[src/rtl/cavlc_pkg.sv]
// cavlc_pkg: shared types and constants for the CAVLC coefficient scanner
// and the downstream encoder.
//   cavlc_mode_e  : block mode (4x4 luma, AC, 2x2 chroma DC)
//   scan_state_e  : scanner FSM state
//   ZIGZAG4x4     : 4x4 zig-zag scan index -> raster slot
//   scan_start/scan_end : first/last scan index walked per mode
package cavlc_pkg;

  localparam int MAX_COEF = 16;
  localparam int RUN_W    = 4;

  typedef enum logic [1:0] {
    MODE_4X4 = 2'd0,
    MODE_AC  = 2'd1,
    MODE_CDC = 2'd2
  } cavlc_mode_e;

  typedef enum logic [1:0] {
    ST_IDLE = 2'd0,
    ST_SCAN = 2'd1,
    ST_DONE = 2'd2
  } scan_state_e;

  localparam logic [3:0] ZIGZAG4x4 [MAX_COEF] = '{
    4'd0, 4'd1, 4'd4, 4'd8, 4'd5, 4'd2, 4'd3, 4'd6,
    4'd9, 4'd12, 4'd13, 4'd10, 4'd7, 4'd11, 4'd14, 4'd15
  };

  // Scan walks from the start index down to the end index.
  localparam logic [3:0] SCAN_START_4X4 = 4'd15;
  localparam logic [3:0] SCAN_END_4X4   = 4'd0;
  localparam logic [3:0] SCAN_START_AC  = 4'd15;
  localparam logic [3:0] SCAN_END_AC    = 4'd1;
  localparam logic [3:0] SCAN_START_CDC = 4'd3;
  localparam logic [3:0] SCAN_END_CDC   = 4'd0;

  // Raw 2-bit mode code 3 behaves like 4x4.
  function automatic cavlc_mode_e to_mode(input logic [1:0] m);
    case (m)
      2'd1:    return MODE_AC;
      2'd2:    return MODE_CDC;
      default: return MODE_4X4;
    endcase
  endfunction

  function automatic logic [3:0] scan_start(input cavlc_mode_e m);
    case (m)
      MODE_AC:  return SCAN_START_AC;
      MODE_CDC: return SCAN_START_CDC;
      default:  return SCAN_START_4X4;
    endcase
  endfunction

  function automatic logic [3:0] scan_end(input cavlc_mode_e m);
    case (m)
      MODE_AC:  return SCAN_END_AC;
      MODE_CDC: return SCAN_END_CDC;
      default:  return SCAN_END_4X4;
    endcase
  endfunction

endpackage

[src/rtl/cavlc_coeff_scanner_if.sv]
// cavlc_coeff_scanner_if: block input and result output of the scanner.
//   in_*  : one coefficient block (raster order) plus mode and x/y tags
//   out_* : CAVLC counts, level list, run_before list, captured mode/tags
//   slave modport  : the scanner
//   master modport : the block producer / result consumer
// Handshake (both sides): a transfer happens on the rising clk edge where
// valid and ready are both high; the valid side holds its payload stable
// from the cycle valid rises until that edge, and ready never waits on a
// transfer that has not happened yet.
interface cavlc_coeff_scanner_if #(
  parameter int COEF_W = 15,
  parameter int TAG_W  = 10
);
  logic                  in_valid;
  logic                  in_ready;
  logic [1:0]            in_mode;
  logic [16*COEF_W-1:0]  in_coef;
  logic [TAG_W-1:0]      in_tag_x;
  logic [TAG_W-1:0]      in_tag_y;

  logic                  out_valid;
  logic                  out_ready;
  logic [1:0]            out_mode;
  logic [4:0]            out_total_coeff;
  logic [1:0]            out_trailing_ones;
  logic [2:0]            out_t1_sign;
  logic [4:0]            out_total_zeros;
  logic [16*COEF_W-1:0]  out_level;
  logic [16*4-1:0]       out_run;
  logic [TAG_W-1:0]      out_tag_x;
  logic [TAG_W-1:0]      out_tag_y;

  modport slave (
    input  in_valid, in_mode, in_coef, in_tag_x, in_tag_y, out_ready,
    output in_ready, out_valid, out_mode, out_total_coeff, out_trailing_ones,
           out_t1_sign, out_total_zeros, out_level, out_run, out_tag_x, out_tag_y
  );

  modport master (
    output in_valid, in_mode, in_coef, in_tag_x, in_tag_y, out_ready,
    input  in_ready, out_valid, out_mode, out_total_coeff, out_trailing_ones,
           out_t1_sign, out_total_zeros, out_level, out_run, out_tag_x, out_tag_y
  );
endinterface

[src/rtl/cavlc_scan_addr.sv]
// cavlc_scan_addr: combinational scan-index -> raster-slot map.
//   mode   : raw 2-bit block mode (3 behaves like 4x4)
//   idx    : current scan index
//   raster : raster slot holding that scan position
//   last   : idx is the lowest scan index walked for this mode
module cavlc_scan_addr
  import cavlc_pkg::*;
(
  input  logic [1:0] mode,
  input  logic [3:0] idx,
  output logic [3:0] raster,
  output logic       last
);

  cavlc_mode_e m;
  assign m = to_mode(mode);

  always_comb begin
    raster = ZIGZAG4x4[idx];
    last   = (idx == scan_end(m));
    // 2x2 chroma DC is scanned in plain raster order.
    if (m == MODE_CDC) raster = idx;
  end

endmodule

[src/rtl/cavlc_coeff_scanner.sv]
// cavlc_coeff_scanner: serial reverse-scan CAVLC count stage.
// Accepts one coefficient block per input handshake, walks it from the
// highest-frequency scan position down (one coefficient per clock) and
// presents total_coeff, trailing ones and signs, total_zeros, the level
// list and the run_before list until the output handshake.
//   clk, rst  : clock, asynchronous active-high reset
//   bus       : cavlc_coeff_scanner_if.slave (block in, results out)
//   state_dbg : current FSM state
// Optional build macro CAVLC_STATS_EN adds stat_blocks / stat_zero_blocks
// (16-bit wrapping counts of delivered blocks and all-zero blocks).
module cavlc_coeff_scanner
  import cavlc_pkg::*;
#(
  parameter int COEF_W = 15,
  parameter int TAG_W  = 10
) (
  input  logic                   clk,
  input  logic                   rst,
  cavlc_coeff_scanner_if.slave   bus,
  output scan_state_e            state_dbg
`ifdef CAVLC_STATS_EN
  ,
  output logic [15:0]            stat_blocks,
  output logic [15:0]            stat_zero_blocks
`endif
);

  scan_state_e state_q, state_d;

  logic [MAX_COEF-1:0][COEF_W-1:0] coef_q;
  logic [MAX_COEF-1:0][COEF_W-1:0] level_q;
  logic [MAX_COEF-1:0][RUN_W-1:0]  run_q;
  logic [1:0]       mode_q;
  logic [TAG_W-1:0] tag_x_q, tag_y_q;
  logic [3:0]       idx_q;
  logic [4:0]       tc_q, tz_q;
  logic [1:0]       t1_q;
  logic [2:0]       t1_sign_q;
  logic             t1_frozen_q;  // set once a |v|>1 nonzero is seen

  logic [3:0]        raster;
  logic              last;
  logic [COEF_W-1:0] cur;
  logic              cur_nz, cur_pm1;
  logic [3:0]        run_slot;
  logic              accept, out_fire;

  cavlc_scan_addr u_addr (
    .mode   (mode_q),
    .idx    (idx_q),
    .raster (raster),
    .last   (last)
  );

  assign cur      = coef_q[raster];
  assign cur_nz   = |cur;
  assign cur_pm1  = (cur == COEF_W'(1)) || (&cur);
  // Run slot of the most recently seen nonzero.
  assign run_slot = tc_q[3:0] - 4'd1;

  assign bus.in_ready  = (state_q == ST_IDLE) && !rst;
  assign bus.out_valid = (state_q == ST_DONE);
  assign accept        = bus.in_valid && bus.in_ready;
  assign out_fire      = bus.out_valid && bus.out_ready;
  assign state_dbg     = state_q;

  assign bus.out_mode          = mode_q;
  assign bus.out_total_coeff   = tc_q;
  assign bus.out_trailing_ones = t1_q;
  assign bus.out_t1_sign       = t1_sign_q;
  assign bus.out_total_zeros   = tz_q;
  assign bus.out_level         = level_q;
  assign bus.out_run           = run_q;
  assign bus.out_tag_x         = tag_x_q;
  assign bus.out_tag_y         = tag_y_q;

  always_comb begin
    state_d = state_q;
    case (state_q)
      ST_IDLE: if (accept)   state_d = ST_SCAN;
      ST_SCAN: if (last)     state_d = ST_DONE;
      ST_DONE: if (out_fire) state_d = ST_IDLE;
      default:               state_d = ST_IDLE;
    endcase
  end

  always_ff @(posedge clk or posedge rst) begin
    if (rst) begin
      state_q     <= ST_IDLE;
      coef_q      <= '0;
      level_q     <= '0;
      run_q       <= '0;
      mode_q      <= '0;
      tag_x_q     <= '0;
      tag_y_q     <= '0;
      idx_q       <= '0;
      tc_q        <= '0;
      tz_q        <= '0;
      t1_q        <= '0;
      t1_sign_q   <= '0;
      t1_frozen_q <= 1'b0;
    end else begin
      state_q <= state_d;
      case (state_q)
        ST_IDLE: begin
          if (accept) begin
            coef_q      <= bus.in_coef;
            mode_q      <= bus.in_mode;
            tag_x_q     <= bus.in_tag_x;
            tag_y_q     <= bus.in_tag_y;
            idx_q       <= scan_start(to_mode(bus.in_mode));
            level_q     <= '0;
            run_q       <= '0;
            tc_q        <= '0;
            tz_q        <= '0;
            t1_q        <= '0;
            t1_sign_q   <= '0;
            t1_frozen_q <= 1'b0;
          end
        end
        ST_SCAN: begin
          idx_q <= idx_q - 4'd1;
          if (cur_nz) begin
            level_q[tc_q[3:0]] <= cur;
            tc_q               <= tc_q + 5'd1;
            if (!t1_frozen_q) begin
              if (cur_pm1) begin
                if (t1_q != 2'd3) begin
                  t1_sign_q <= t1_sign_q | (3'(cur[COEF_W-1]) << t1_q);
                  t1_q      <= t1_q + 2'd1;
                end
              end else begin
                t1_frozen_q <= 1'b1;
              end
            end
          end else if (tc_q != 5'd0) begin
            // Zeros above the highest-frequency nonzero are not counted.
            if (tz_q != 5'd16) tz_q <= tz_q + 5'd1;
            if (run_q[run_slot] != '1) run_q[run_slot] <= run_q[run_slot] + RUN_W'(1);
          end
        end
        default: ;
      endcase
    end
  end

`ifdef CAVLC_STATS_EN
  always_ff @(posedge clk or posedge rst) begin
    if (rst) begin
      stat_blocks      <= '0;
      stat_zero_blocks <= '0;
    end else if (out_fire) begin
      stat_blocks <= stat_blocks + 16'd1;
      if (tc_q == 5'd0) stat_zero_blocks <= stat_zero_blocks + 16'd1;
    end
  end
`endif

endmodule

[src/flat_wrapper.sv]
// flat-port wrapper written by rule: the top's interface ports become plain ports
module cavlc_coeff_scanner_flat import cavlc_pkg::*;
#(
  parameter int COEF_W = 15,
  parameter int TAG_W  = 10
)
  (clk, rst, state_dbg, bus_in_valid, bus_in_mode, bus_in_coef, bus_in_tag_x, bus_in_tag_y, bus_out_ready, bus_in_ready, bus_out_valid, bus_out_mode, bus_out_total_coeff, bus_out_trailing_ones, bus_out_t1_sign, bus_out_total_zeros, bus_out_level, bus_out_run, bus_out_tag_x, bus_out_tag_y);
  cavlc_coeff_scanner_if #(.COEF_W(COEF_W), .TAG_W(TAG_W)) bus_i ();
  input  logic clk;
  input  logic rst;
  output scan_state_e state_dbg;
  input wire logic [$bits(bus_i.in_valid)-1:0] bus_in_valid;
  input wire logic [$bits(bus_i.in_mode)-1:0] bus_in_mode;
  input wire logic [$bits(bus_i.in_coef)-1:0] bus_in_coef;
  input wire logic [$bits(bus_i.in_tag_x)-1:0] bus_in_tag_x;
  input wire logic [$bits(bus_i.in_tag_y)-1:0] bus_in_tag_y;
  input wire logic [$bits(bus_i.out_ready)-1:0] bus_out_ready;
  output wire logic [$bits(bus_i.in_ready)-1:0] bus_in_ready;
  output wire logic [$bits(bus_i.out_valid)-1:0] bus_out_valid;
  output wire logic [$bits(bus_i.out_mode)-1:0] bus_out_mode;
  output wire logic [$bits(bus_i.out_total_coeff)-1:0] bus_out_total_coeff;
  output wire logic [$bits(bus_i.out_trailing_ones)-1:0] bus_out_trailing_ones;
  output wire logic [$bits(bus_i.out_t1_sign)-1:0] bus_out_t1_sign;
  output wire logic [$bits(bus_i.out_total_zeros)-1:0] bus_out_total_zeros;
  output wire logic [$bits(bus_i.out_level)-1:0] bus_out_level;
  output wire logic [$bits(bus_i.out_run)-1:0] bus_out_run;
  output wire logic [$bits(bus_i.out_tag_x)-1:0] bus_out_tag_x;
  output wire logic [$bits(bus_i.out_tag_y)-1:0] bus_out_tag_y;
  assign bus_i.in_valid = bus_in_valid;
  assign bus_i.in_mode = bus_in_mode;
  assign bus_i.in_coef = bus_in_coef;
  assign bus_i.in_tag_x = bus_in_tag_x;
  assign bus_i.in_tag_y = bus_in_tag_y;
  assign bus_i.out_ready = bus_out_ready;
  assign bus_in_ready = bus_i.in_ready;
  assign bus_out_valid = bus_i.out_valid;
  assign bus_out_mode = bus_i.out_mode;
  assign bus_out_total_coeff = bus_i.out_total_coeff;
  assign bus_out_trailing_ones = bus_i.out_trailing_ones;
  assign bus_out_t1_sign = bus_i.out_t1_sign;
  assign bus_out_total_zeros = bus_i.out_total_zeros;
  assign bus_out_level = bus_i.out_level;
  assign bus_out_run = bus_i.out_run;
  assign bus_out_tag_x = bus_i.out_tag_x;
  assign bus_out_tag_y = bus_i.out_tag_y;
  cavlc_coeff_scanner #(.COEF_W(COEF_W), .TAG_W(TAG_W)) u_core (.clk(clk), .rst(rst), .bus(bus_i), .state_dbg(state_dbg));
endmodule
[config.mk]
export PLATFORM = sky130hd
export DESIGN_NAME = cavlc_coeff_scanner_flat
export DESIGN_NICKNAME = d
export VERILOG_FILES = /design/src/rtl/cavlc_pkg.sv /design/src/rtl/cavlc_coeff_scanner_if.sv /design/src/rtl/cavlc_scan_addr.sv /design/src/rtl/cavlc_coeff_scanner.sv /design/src/flat_wrapper.sv
export SDC_FILE = /design/constraint.sdc
export NUM_CORES = 1
export LEC_CHECK = 0
export CAP_MARGIN = 20
export CELL_PAD_IN_SITES_DETAIL_PLACEMENT = 0
export CELL_PAD_IN_SITES_GLOBAL_PLACEMENT = 1
export CORE_ASPECT_RATIO = 0.6
export CORE_UTILIZATION = 50
export CTS_CLUSTER_SIZE = 30
export DETAILED_ROUTE_END_ITERATION = 8
export DONT_BUFFER_PORTS = 1
export GPL_TIMING_DRIVEN = 0
export PLACE_DENSITY = 0.83
export SLEW_MARGIN = 10
export SYNTH_ARGS = -nofsm -noshare
export SYNTH_HDL_FRONTEND = slang
export SYNTH_SLANG_ARGS = --single-unit
export TNS_END_PERCENT = 5
[constraint.sdc]
create_clock -name clk -period 50.8 [get_ports clk]
set_input_delay 7.62 -clock clk [delete_from_list [all_inputs] [get_ports clk]]
set_output_delay 7.62 -clock clk [all_outputs]
set_load 0.1 [all_outputs]
# --- Yosys cells after proc, flatten, opt, wreduce, memory -nomap -nowiden ---
# Memory sizes are Yosys's and may differ from the RTL's.
# Index checks and enable logic that the tools add are counted.
# Widths: inputs -> output; s select.
word_totals:
  reg_bits: 588
  romBits: 64
  in_bits: 266
  out_inout_bits: 345
  elab_cells: 175
  memories: 1
classes:
  n_addsub: 6
  order_cmp: 6
  n_eq_ne: 25
  shift: 1
  mux: 57
  bitwise_logic: 2
  n_reduce_logical: 19
mem_list:
  columns: ["memory", "words", "word_bits", "read_ports", "rd_ports_with_merged_regs", "write_ports", "line", "text"]
  rows:
  - ["(name not given)", 16, 4, 1, 0, 0, "cavlc_scan_addr.sv:19", "raster = ZIGZAG4x4[idx];"]
ops:
  columns: ["operator", "count"]
  rows:
  - ["$mux 240", 2]
  - ["$pmux 240 s2", 1]
  - ["$mux 64", 4]
  - ["$bwmux 240", 1]
  - ["$pmux 64 s2", 1]
  - ["$bwmux 64", 1]
  - ["$bmux 15 s4", 1]
  - ["$demux 15 s4", 1]
  - ["$mux 15", 2]
  - ["$mux 4", 7]
  - ["$mux 5", 5]
  - ["$mux 2", 10]
  - ["$pmux 5 s2", 2]
  - ["$bmux 4 s4", 1]
  - ["$demux 4 s4", 1]
  - ["$ne 2x1->1 const B", 8]
  - ["$eq 15x1->1 const B", 1]
  - ["$lt 4x5->1 const B", 3]
  - ["$mux 3", 5]
  - ["$reduce_and 15->1", 1]
  - ["$reduce_or 15->1", 1]
  - ["$pmux 2 s2", 3]
  - ["$add 5x1->5 const B", 2]
  - ["$eq 2x2->1 const B", 5]
  - ["28 further kinds", 47]

# --- Depth between registers and ports, before layout ---
# Gate-level depths: netlist of run 1.
depth:
  word_depth: 14
  depth_mapped: 20
  depth_no_buf: 15

# --- Hierarchy ---
# A second synthesis of run 1 with hierarchy kept.
hier_totals:
  cells_unflattened: 2309
  hier_area_um2: 25225.4
modules_own_cells:
  columns: ["mod", "instances", "cells_per_inst", "area_each_um2", "seq_area_each_um2"]
  rows:
  - ["cavlc_coeff_scanner", 1, 2278, 24982.7, 14714.1]
  - ["cavlc_scan_addr", 1, 31, 242.7, 0.0]

# --- Worst setup path before layout of run 1 ---
# OpenSTA, ideal clock, no wires.
synth_path:
  path_type: "input to output"
  startpoint: "in rst"
  endpoint: "out bus_in_ready"
  t_arrival_ns: 9.726
  required_time_ns: 43.180
  setup_slack_ns: 33.454
  cell_stages: 1
  n_path_buf: 0
  cell_sequence: "nor3_1"
synth_between:
  elab_chain_len: 2
synth_lines:
  columns: ["item", "line", "text"]
  rows:
  - ["from (decl)", "flat_wrapper.sv:10", "input logic rst;"]
  - ["$logic_not 1->1", "cavlc_coeff_scanner.sv:61", "assign bus.in_ready = (state_q == ST_IDLE) && !rst;"]
  - ["$logic_and 1x1->1", "cavlc_coeff_scanner.sv:61", null]
  - ["to (decl)", "flat_wrapper.sv:18", "output wire logic [$bits(bus_i.in_ready)-1:0] bus_in_ready;"]
# Every way passes these cells.

# --- Worst setup path in the final report of run 1 ---
# Ends and elaborated chain as after synthesis.

==> results of run 1 <==
==> synth_stat cells (10+ instances only) <==
library cell | count | area [um^2]
mux4_2 | 60 | 1350
o2bb2ai_1 | 65 | 569
and3_1 | 13 | 81.3
o21ai_0 | 99 | 495
nand3_1 | 13 | 65.1
buf_1 | 10 | 37.5
buf_4 | 16 | 120
nand2_1 | 910 | 3420
a22o_1 | 187 | 1640
clkbuf_1 | 118 | 443
a21oi_1 | 24 | 120
buf_2 | 18 | 90.1
dfrtp_1 | 588 | 14700
nor3_1 | 10 | 50.1
mux2i_1 | 12 | 120
ha_1 | 19 | 238
and2_1 | 17 | 106
nor2_1 | 23 | 86.3
o21ai_1 | 22 | 110
a22oi_1 | 22 | 165
inv_1 | 15 | 56.3
==> cell families after synthesis <==
kind of cell	after synthesis	share of synthesized area (%)
xor gates and xnor gates	7	0.243
and+or+nand+nor	1024	16.3
muxes	80	6.19
DFF	588	58.4
AOI/OAI and AO/OA	494	15.0
adders and majority gates	19	0.943
buffers and inverters	179	3.02
==> metrics by stage <==
step	util [%]	instance area (um^2)	setup slack [ps]	hold slack, ps	std cells
5_1_grt	56.7	28100	35050	489	3160
2_1_floorplan	-	25200	26730	437	2391
6_report	56.7	28100	35030	473	3161
4_1_cts	56.7	28100	35040	470	3151
3_5_place_dp	53.1	26300	35040	454	3055
3_3_place_gp	52.5	26000	21180	451	3041
==> final cells by class <==
| type | instances | area share, % |
|---|---|---|
| buffer | 163 | 2.49 |
| clock buffer | 81 | 5.62 |
| timing repair buffer | 15 | 0.974 |
| tap | 650 | 2.89 |
| antenna | 9 | 0.0800 |
| multi-input combinational | 1624 | 34.7 |
| sequential | 588 | 52.3 |
| inverter | 16 | 0.240 |
| clock inverter | 15 | 0.738 |
==> per-layer routing <==
metal	share of wire [%]	vias to the layer above
li1	-	8397
met1	41	10600
met2	43	1282
met3	13	202
met4	3.8	2
met5	0.010	-
==> flip-flops by register name (all words and copies together) (netlist names) <==
signal                        count
u_core.bus.out_mode               2
u_core.bus.out_level            240
u_core.coef_q                   240
u_core.bus.out_tag_y             10
u_core.state_dbg                  2
u_core.idx_q                      4
u_core.bus.out_t1_sign            3
u_core.t1_frozen_q                1
u_core.bus.out_total_coeff        5
u_core.bus.out_trailing_ones      2
u_core.bus.out_run               64
u_core.bus.out_total_zeros        5
u_core.bus.out_tag_x             10
==> worst max path at each step <==
stage	slack, ps	to	depth (start not counted)	from
2_1_floorplan	26730	u_core.bus.out_level[0]	1	rst
4_1_cts	35040	bus_in_ready	2	rst
3_3_place_gp	21180	u_core.coef_q[82]	1	rst
6_report	35030	bus_in_ready	2	rst
3_5_place_dp	35040	bus_in_ready	2	rst
5_1_grt	35050	bus_in_ready	2	rst
==> impl_metrics.ini, run 1 <==
[yosys]
synth.distinct_cells = 64
syn_inst = 2391
synth-async-reset-ratio_pct = 100
synth_area_mm2 = 0.0252
synth_edf_count = 0
yosysSeqAreaShare_pct = 58.4
synth_ff_type = dfrtp_1
yosys_warnings = 0
syn_nets = 2676
ys_ff_latch = 588
avgSynthCellArea_um2 = 10.5

[sta]
max_slew.worst_pin.slew_ps = 1180
finClkSkew_ps = 25.8
relSlewSlack_pct = 21.3
max_freq_mhz = 63.4
fin_crit_sh_pct = 31.0
setup_viol = 0
drv_slew = 0
final_hold_viol_count = 0
min_period_ps = 15770
tns_ps = 0
rsz0062_at_grt = no

[setup_path]
cpPeakStageDelay_ps = 270
critPathBufInv = 1
cp-end-kind = output port
critPathArrivalTime_ps = 8150
cp_cell_sequence = nor3_2 -> buf_8
timing.rr.start = u_core.bus.out_mode[1]
crit_path_start_kind = primary input
r2r-end = u_core.bus.out_run[54]
cp.required_ps = 43180
crit_type = in2out
slowest_stage = nor3_2
r2r_slack_ps = 43390
reg2regPathDepth = 17
critPathMaxFanout = 3
critical-path-top-delay-family = simple AND/OR/NAND/NOR gates

[layout]
layout-drive-gt1-share_pct = 9.11
ff_latch_area_mm2 = 0.0147
multi_input_area_mm2 = 0.00975
layout_commonest_cell = nand2_1
nets = 2746
fill_cells = 4255
area_growth_pct = 11.6
layout_common_cells = 910 x nand2_1, 588 x dfrtp_1, 187 x a22o_1, 131 x clkbuf_1, 99 x o21ai_0

[route]
drtIter0Drc = 2358
dr.pass1.iters = 5
wl_per_cell_um = 30.2
via_per_inst = 6.48
vias = 20500
drc = 0
postRouteAntennaNets = 0
finalWirelength_mm = 95.3

[clock_network]
cts_root_buf = clkbuf_16
hold_buffers = 0
htreeDepth = 2
cts.clk_slew.worst_paths_ps = 60
cts_max_path_buffers = 3
cts_buffers = 53
cts.sinks = 588
clock_latency_ps = 610
cts_tree = done
ctsResizeCount = 0
post_cts_buffers = 0

[global_routing]
grtUsageMet1_pct = 52.5
use_met3_pct = 12.6
grt_pass1_wl_mm = 137
antenna_found_initial = 10
busiest_layer = met1
use_met2_pct = 51.6
grt-ovfl-total = 0
grt_pass1_vias = 20200
track_usage_pct = 36.6
grt_max_degree = 129

[floorplan]
die_area_mm2 = 0.0514
placementRows = 63
chipHeight_um = 176
dieWidth_um = 292
core_mm2 = 0.0496
io_pins = 611
start_util_pct = 50.9

[run]
cap_violations = 0

[min_path]
min_path_cells = 2
min_from = u_core.coef_q[59]
holdCritPathClass = reg2reg
hold_path_end = u_core.coef_q[59]

[place]
io_buffers = 0
gp_congestion = 0.962
dpl.hpwl_mm = 70.7

[status]
status = finished clean
Power of run 1 is not shown: default switching activity piles up to over one toggle a cycle in this logic, so the estimate is an artifact.
==> run 2, diff against run 1 <==
--- a/config.mk
+++ b/config.mk
@@ -9,12 +9,12 @@
 export CELL_PAD_IN_SITES_DETAIL_PLACEMENT = 0
 export CELL_PAD_IN_SITES_GLOBAL_PLACEMENT = 1
 export CORE_ASPECT_RATIO = 0.6
-export CORE_UTILIZATION = 50
+export CORE_UTILIZATION = 44
 export CTS_CLUSTER_SIZE = 30
 export DETAILED_ROUTE_END_ITERATION = 8
 export DONT_BUFFER_PORTS = 1
 export GPL_TIMING_DRIVEN = 0
-export PLACE_DENSITY = 0.83
+export PLACE_DENSITY = 0.77
 export SLEW_MARGIN = 10
 export SYNTH_ARGS = -nofsm -noshare
 export SYNTH_HDL_FRONTEND = slang
==> constraint.sdc (replaced) <==
create_clock -name clk -period 12.79 [get_ports clk]
set_input_delay 1.9185 -clock clk [delete_from_list [all_inputs] [get_ports clk]]
set_output_delay 1.9185 -clock clk [all_outputs]
set_load 0.1 [all_outputs]
==> impl_metrics.ini, run 2 (synthesis gave the netlist of run 1 again) <==
[place]
io_buffers = 0
gp_congestion = 0.956
placed_cells = 3177
place_area_mm2 = 0.0267
dpl.hpwl_mm = 75.5

[sta]
timing.hold.ws_ps = 474
tns_ps = 0
drv_slew = 0
setup_viol = 0
final_hold_viol_count = 0
max_slew.worst_pin.slew_ps = 1180
max_freq_mhz = 132
rsz0062_at_grt = no
min_period_ps = 7560
relSlewSlack_pct = 21.6
fin_crit_sh_pct = 59.1
finClkSkew_ps = 28.2

[global_routing]
grt_pass1_vias = 20100
antenna_found_initial = 5
grtUsageMet1_pct = 50.0
grt_pass1_wl_mm = 144
track_usage_pct = 33.8
grt-ovfl-total = 0
use_met3_pct = 10.9
busiest_layer = met1
grt_max_degree = 44
use_met2_pct = 46.9

[route]
via_per_inst = 6.31
finalWirelength_mm = 99.2
dr.pass1.iters = 7
wl_per_cell_um = 30.2
postRouteAntennaNets = 0
drc = 0
vias = 20700
drtIter0Drc = 2422

[setup_path]
critPathArrivalTime_ps = 8040
critPathMaxFanout = 10
cp.required_ps = 13270
crit_path_start_kind = register
cp-end-kind = register
crit_type = reg2reg

[layout]
nets = 2761
instances_no_fill = 3285
fin_area_mm2 = 0.0286
fill_cells = 5074
area_growth_pct = 13.5
layout-drive-gt1-share_pct = 10.1
layout_commonest_cell = nand2_1
layout_common_cells = 910 x nand2_1, 588 x dfrtp_1, 187 x a22o_1, 124 x clkbuf_1, 99 x o21ai_0

[min_path]
holdCritPathClass = reg2reg

[floorplan]
placementRows = 67
dieWidth_um = 311
core_mm2 = 0.0562
io_pins = 611
start_util_pct = 44.9
chipHeight_um = 187
die_area_mm2 = 0.0583

[clock_network]
ctsResizeCount = 0
cts.clk_slew.worst_paths_ps = 60
hold_buffers = 0
cts_max_path_buffers = 3
cts.sinks = 588
cts_root_buf = clkbuf_16
clock_latency_ps = 630
htreeDepth = 2
post_cts_buffers = 0
cts_buffers = 55
cts_tree = done

[run]
cap_violations = 0

[status]
status = finished clean
-- run 2: changes by cell type in the layout (fill, tap and decap cells not counted), sizes merged --
cell	delta
buf	+13
clkinv	+5
clkbuf	-4
bufinv	+3
diode	-3
clkinvlp	+1
-- run 2: worst paths after layout --
| kind | to | start | slack [ps] | depth (start not counted) |
|---|---|---|---|---|
| worst min register to register | u_core.coef_q[16] | u_core.coef_q[16] | 470 | 2 |
| worst max register to register | u_core.bus.out_run[31] | u_core.bus.out_mode[1] | 5230 | 17 |
| worst max-delay path | u_core.bus.out_run[31] | u_core.bus.out_mode[1] | 5230 | 17 |
| worst min-delay path | u_core.coef_q[16] | u_core.coef_q[16] | 470 | 2 |
| max in group asynchronous | u_core.coef_q[37] | rst | 9160 | 9 |
| min in group asynchronous | u_core.bus.out_t1_sign[0] | rst | 1320 | 1 |
-- run 2: through the flow --
| step | setup slack (ps) | util, % |
|---|---|---|
| CTS | 5500 | 50.9 |
| global route | 5030 | 50.9 |
| finish | 5230 | 51.0 |
| floorplan | 2860 | - |
| global placement | 29.6 | 46.6 |
| detailed placement | 5550 | 47.5 |
-- run 2: layer usage --
layer	part of all wire (%)	vias up	wire length, um
li1	-	8434	-
met1	43	10700	42600
met2	42	1321	41200
met3	12	229	11900
met4	3.5	0	3480
met5	0	-	0
-- run 2: cell type report --
cell class              count  area, um^2  area share, %
plain buffers             163         702           2.45
diodes                      6        15.0         0.0525
multi-input cells        1624        9750           34.1
inverters                  16        63.8          0.223
well taps                 759         950           3.32
clock inverters            24         299           1.04
clock buffers              77        1620           5.66
repair buffers             28         504           1.76
flip-flops and latches    588       14700           51.4
-- run 2: critical path: stages (launching register included) --
cell and delay, ps:
dfrtp_1 1090, nor2b_1 220, buf_2 230, a211oi_2 80, a221oi_2 350, buf_4 410, buf_4 380, buf_4 340
buf_4 300, nand3_1 100, o211ai_1 350, nand4_1 830, or3_1 630, nor4_4 660, a31oi_1 570, clkbuf_1 410
a21o_1 290, o2bb2ai_1 140
Power of run 2 is left out for the same reason.
==> run 3, diff against run 2 <==
--- a/config.mk
+++ b/config.mk
@@ -9,12 +9,12 @@
 export CELL_PAD_IN_SITES_DETAIL_PLACEMENT = 0
 export CELL_PAD_IN_SITES_GLOBAL_PLACEMENT = 1
 export CORE_ASPECT_RATIO = 0.6
-export CORE_UTILIZATION = 44
+export CORE_UTILIZATION = 49
 export CTS_CLUSTER_SIZE = 30
 export DETAILED_ROUTE_END_ITERATION = 8
 export DONT_BUFFER_PORTS = 1
 export GPL_TIMING_DRIVEN = 0
-export PLACE_DENSITY = 0.77
+export PLACE_DENSITY = 0.82
 export SLEW_MARGIN = 10
 export SYNTH_ARGS = -nofsm -noshare
 export SYNTH_HDL_FRONTEND = slang
==> constraint.sdc (replaced) <==
create_clock -name clk -period 7.46 [get_ports clk]
set_input_delay 1.119 -clock clk [delete_from_list [all_inputs] [get_ports clk]]
set_output_delay 1.119 -clock clk [all_outputs]
set_load 0.1 [all_outputs]
==> impl_metrics.ini, run 3 (synthesis gave the netlist of run 1 again) <==
[floorplan]
placementRows = 63
die_area_mm2 = 0.0524
core_mm2 = 0.0501
io_pins = 611
start_util_pct = 50.4
dieWidth_um = 295
chipHeight_um = 178

[sta]
final_hold_viol_count = 0
fin_crit_sh_pct = 93.9
max_freq_mhz = 143
relSlewSlack_pct = 19.9
setup_viol = 0
finClkSkew_ps = 24.2
rsz0062_at_grt = no
drv_slew = 0
min_period_ps = 7010
max_slew.worst_pin.slew_ps = 1200

[setup_path]
cp_cell_sequence = buf_1 -> clkbuf_1 -> inv_1 -> ha_1 -> buf_1 -> buf_1 -> mux4_2 -> nand2_1 -> and3_1 -> a31oi_1 -> ha_1 -> a41oi_1 -> a31oi_1 -> clkbuf_1 -> o21ai_0 -> o21ai_0
critPathBufInv = 6
cp.required_ps = 7950
critPathMaxFanout = 10
cp-end-kind = register
critical-path-top-delay-family = buffers and inverters
crit_type = reg2reg
slowest_stage = clkbuf_1
critPathArrivalTime_ps = 7500
worst_path_most_repeated_cell = buf_1
crit_path_start_kind = register
cpPeakStageDelay_ps = 790

[clock_network]
cts_max_path_buffers = 3
cts_tree = done
cts.clk_slew.worst_paths_ps = 70
htreeDepth = 2
cts_buffers = 53
cts_root_buf = clkbuf_16
cts.sinks = 588
clock_latency_ps = 610
hold_buffers = 0

[run]
cap_violations = 0

[global_routing]
track_usage_pct = 35.9
antenna_found_initial = 16
grt_max_degree = 43
grt-ovfl-total = 0
grt_pass1_vias = 19800
grt_pass1_wl_mm = 136

[layout]
fill_cells = 4297
ff_latch_area_mm2 = 0.0147
layout_commonest_cell = nand2_1
layout_common_cells = 910 x nand2_1, 586 x dfrtp_1, 187 x a22o_1, 127 x clkbuf_1, 99 x o21ai_0
area_growth_pct = 12.9
fin_util_pct = 56.9
instances_no_fill = 3213
nets = 2760
multi_input_area_mm2 = 0.00976
layout-drive-gt1-share_pct = 10.0
fin_area_mm2 = 0.0285

[route]
dr.pass1.iters = 6
finalWirelength_mm = 95.6
vias = 20700
postRouteAntennaNets = 0
drc = 0
drtIter0Drc = 2344
via_per_inst = 6.44
wl_per_cell_um = 29.7

[place]
placed_cells = 3097
place_area_mm2 = 0.0265
gp_congestion = 0.965
io_buffers = 0
dpl.hpwl_mm = 71.1

[status]
status = finished clean

[min_path]
holdCritPathClass = in2async
[run 3: changes by cell type in the layout (fill, tap and decap cells not counted), sizes merged]
cell / before / now
diode: 6 / 12
clkbuf: 195 / 190
clkinvlp: 2 / 6
inv: 17 / 19
buf: 73 / 72
bufinv: 6 / 5
[run 3: through the flow]
| step | setup WS, ps | TNS [ps] | hold slack (ps) |
|---|---|---|---|
| 6_report | 454 | 0 | 460 |
| 5_1_grt | 44.5 | 0 | 468 |
| 4_1_cts | 78.7 | 0 | 439 |
| 3_5_place_dp | 76.6 | 0 | 457 |
| 3_3_place_gp | -4450 | -2578930 | 453 |
| 2_1_floorplan | -1670 | -984530 | 437 |
[run 3: per-layer routing]
metal	track usage (%)	up-vias	part of all wire, %	wire length (um)
li1	-	8434	-	-
met1	52.2	10700	41	39400
met3	11.7	227	13	12000
met2	49.8	1368	42	40200
met4	13.7	0	4.1	3950
met5	0	-	0	0
[run 3: path summary, 6_finish.rpt]
path / from / to / slack, ps / cells after the start
setup / recovery: u_core.bus.out_total_coeff[0] / u_core.bus.out_run[57] / 450 / 16
setup reg to reg: u_core.bus.out_total_coeff[0] / u_core.bus.out_run[57] / 450 / 16
hold reg to reg: u_core.coef_q[232] / u_core.coef_q[232] / 470 / 2
min in group clk: u_core.coef_q[232] / u_core.coef_q[232] / 470 / 2
max in group asynchronous: rst / u_core.coef_q[59] / 5230 / 7
hold / removal: rst / u_core.bus.out_run[47] / 460 / 1
[run 3: area by class of cell]
class / count / share of cell area, %
tap: 682 / 3.00
inverter: 16 / 0.224
buffer: 163 / 2.47
antenna: 12 / 0.105
multi-input combinational: 1624 / 34.3
clock inverter: 29 / 1.28
clock buffer: 70 / 5.16
sequential: 588 / 51.7
timing repair buffer: 29 / 1.78
[run 3: worst register-to-register path: cells and delay by family (launching register included)]
kind	cells	cell delay, ps
AND/OR/NAND/NOR	2	280
buffers and inverters	6	3380
multiplexers	1	370
flip-flops	1	560
adder cells (fa/ha/maj)	2	630
AO/OA/AOI/OAI	5	1700
[run 3: timing repair]
item	4_1_cts	5_1_grt
gates resized for setup	0	2
setup buffers	0	0
endpoints found under the setup margin	0	59
Power of run 3 is left out for the same reason.
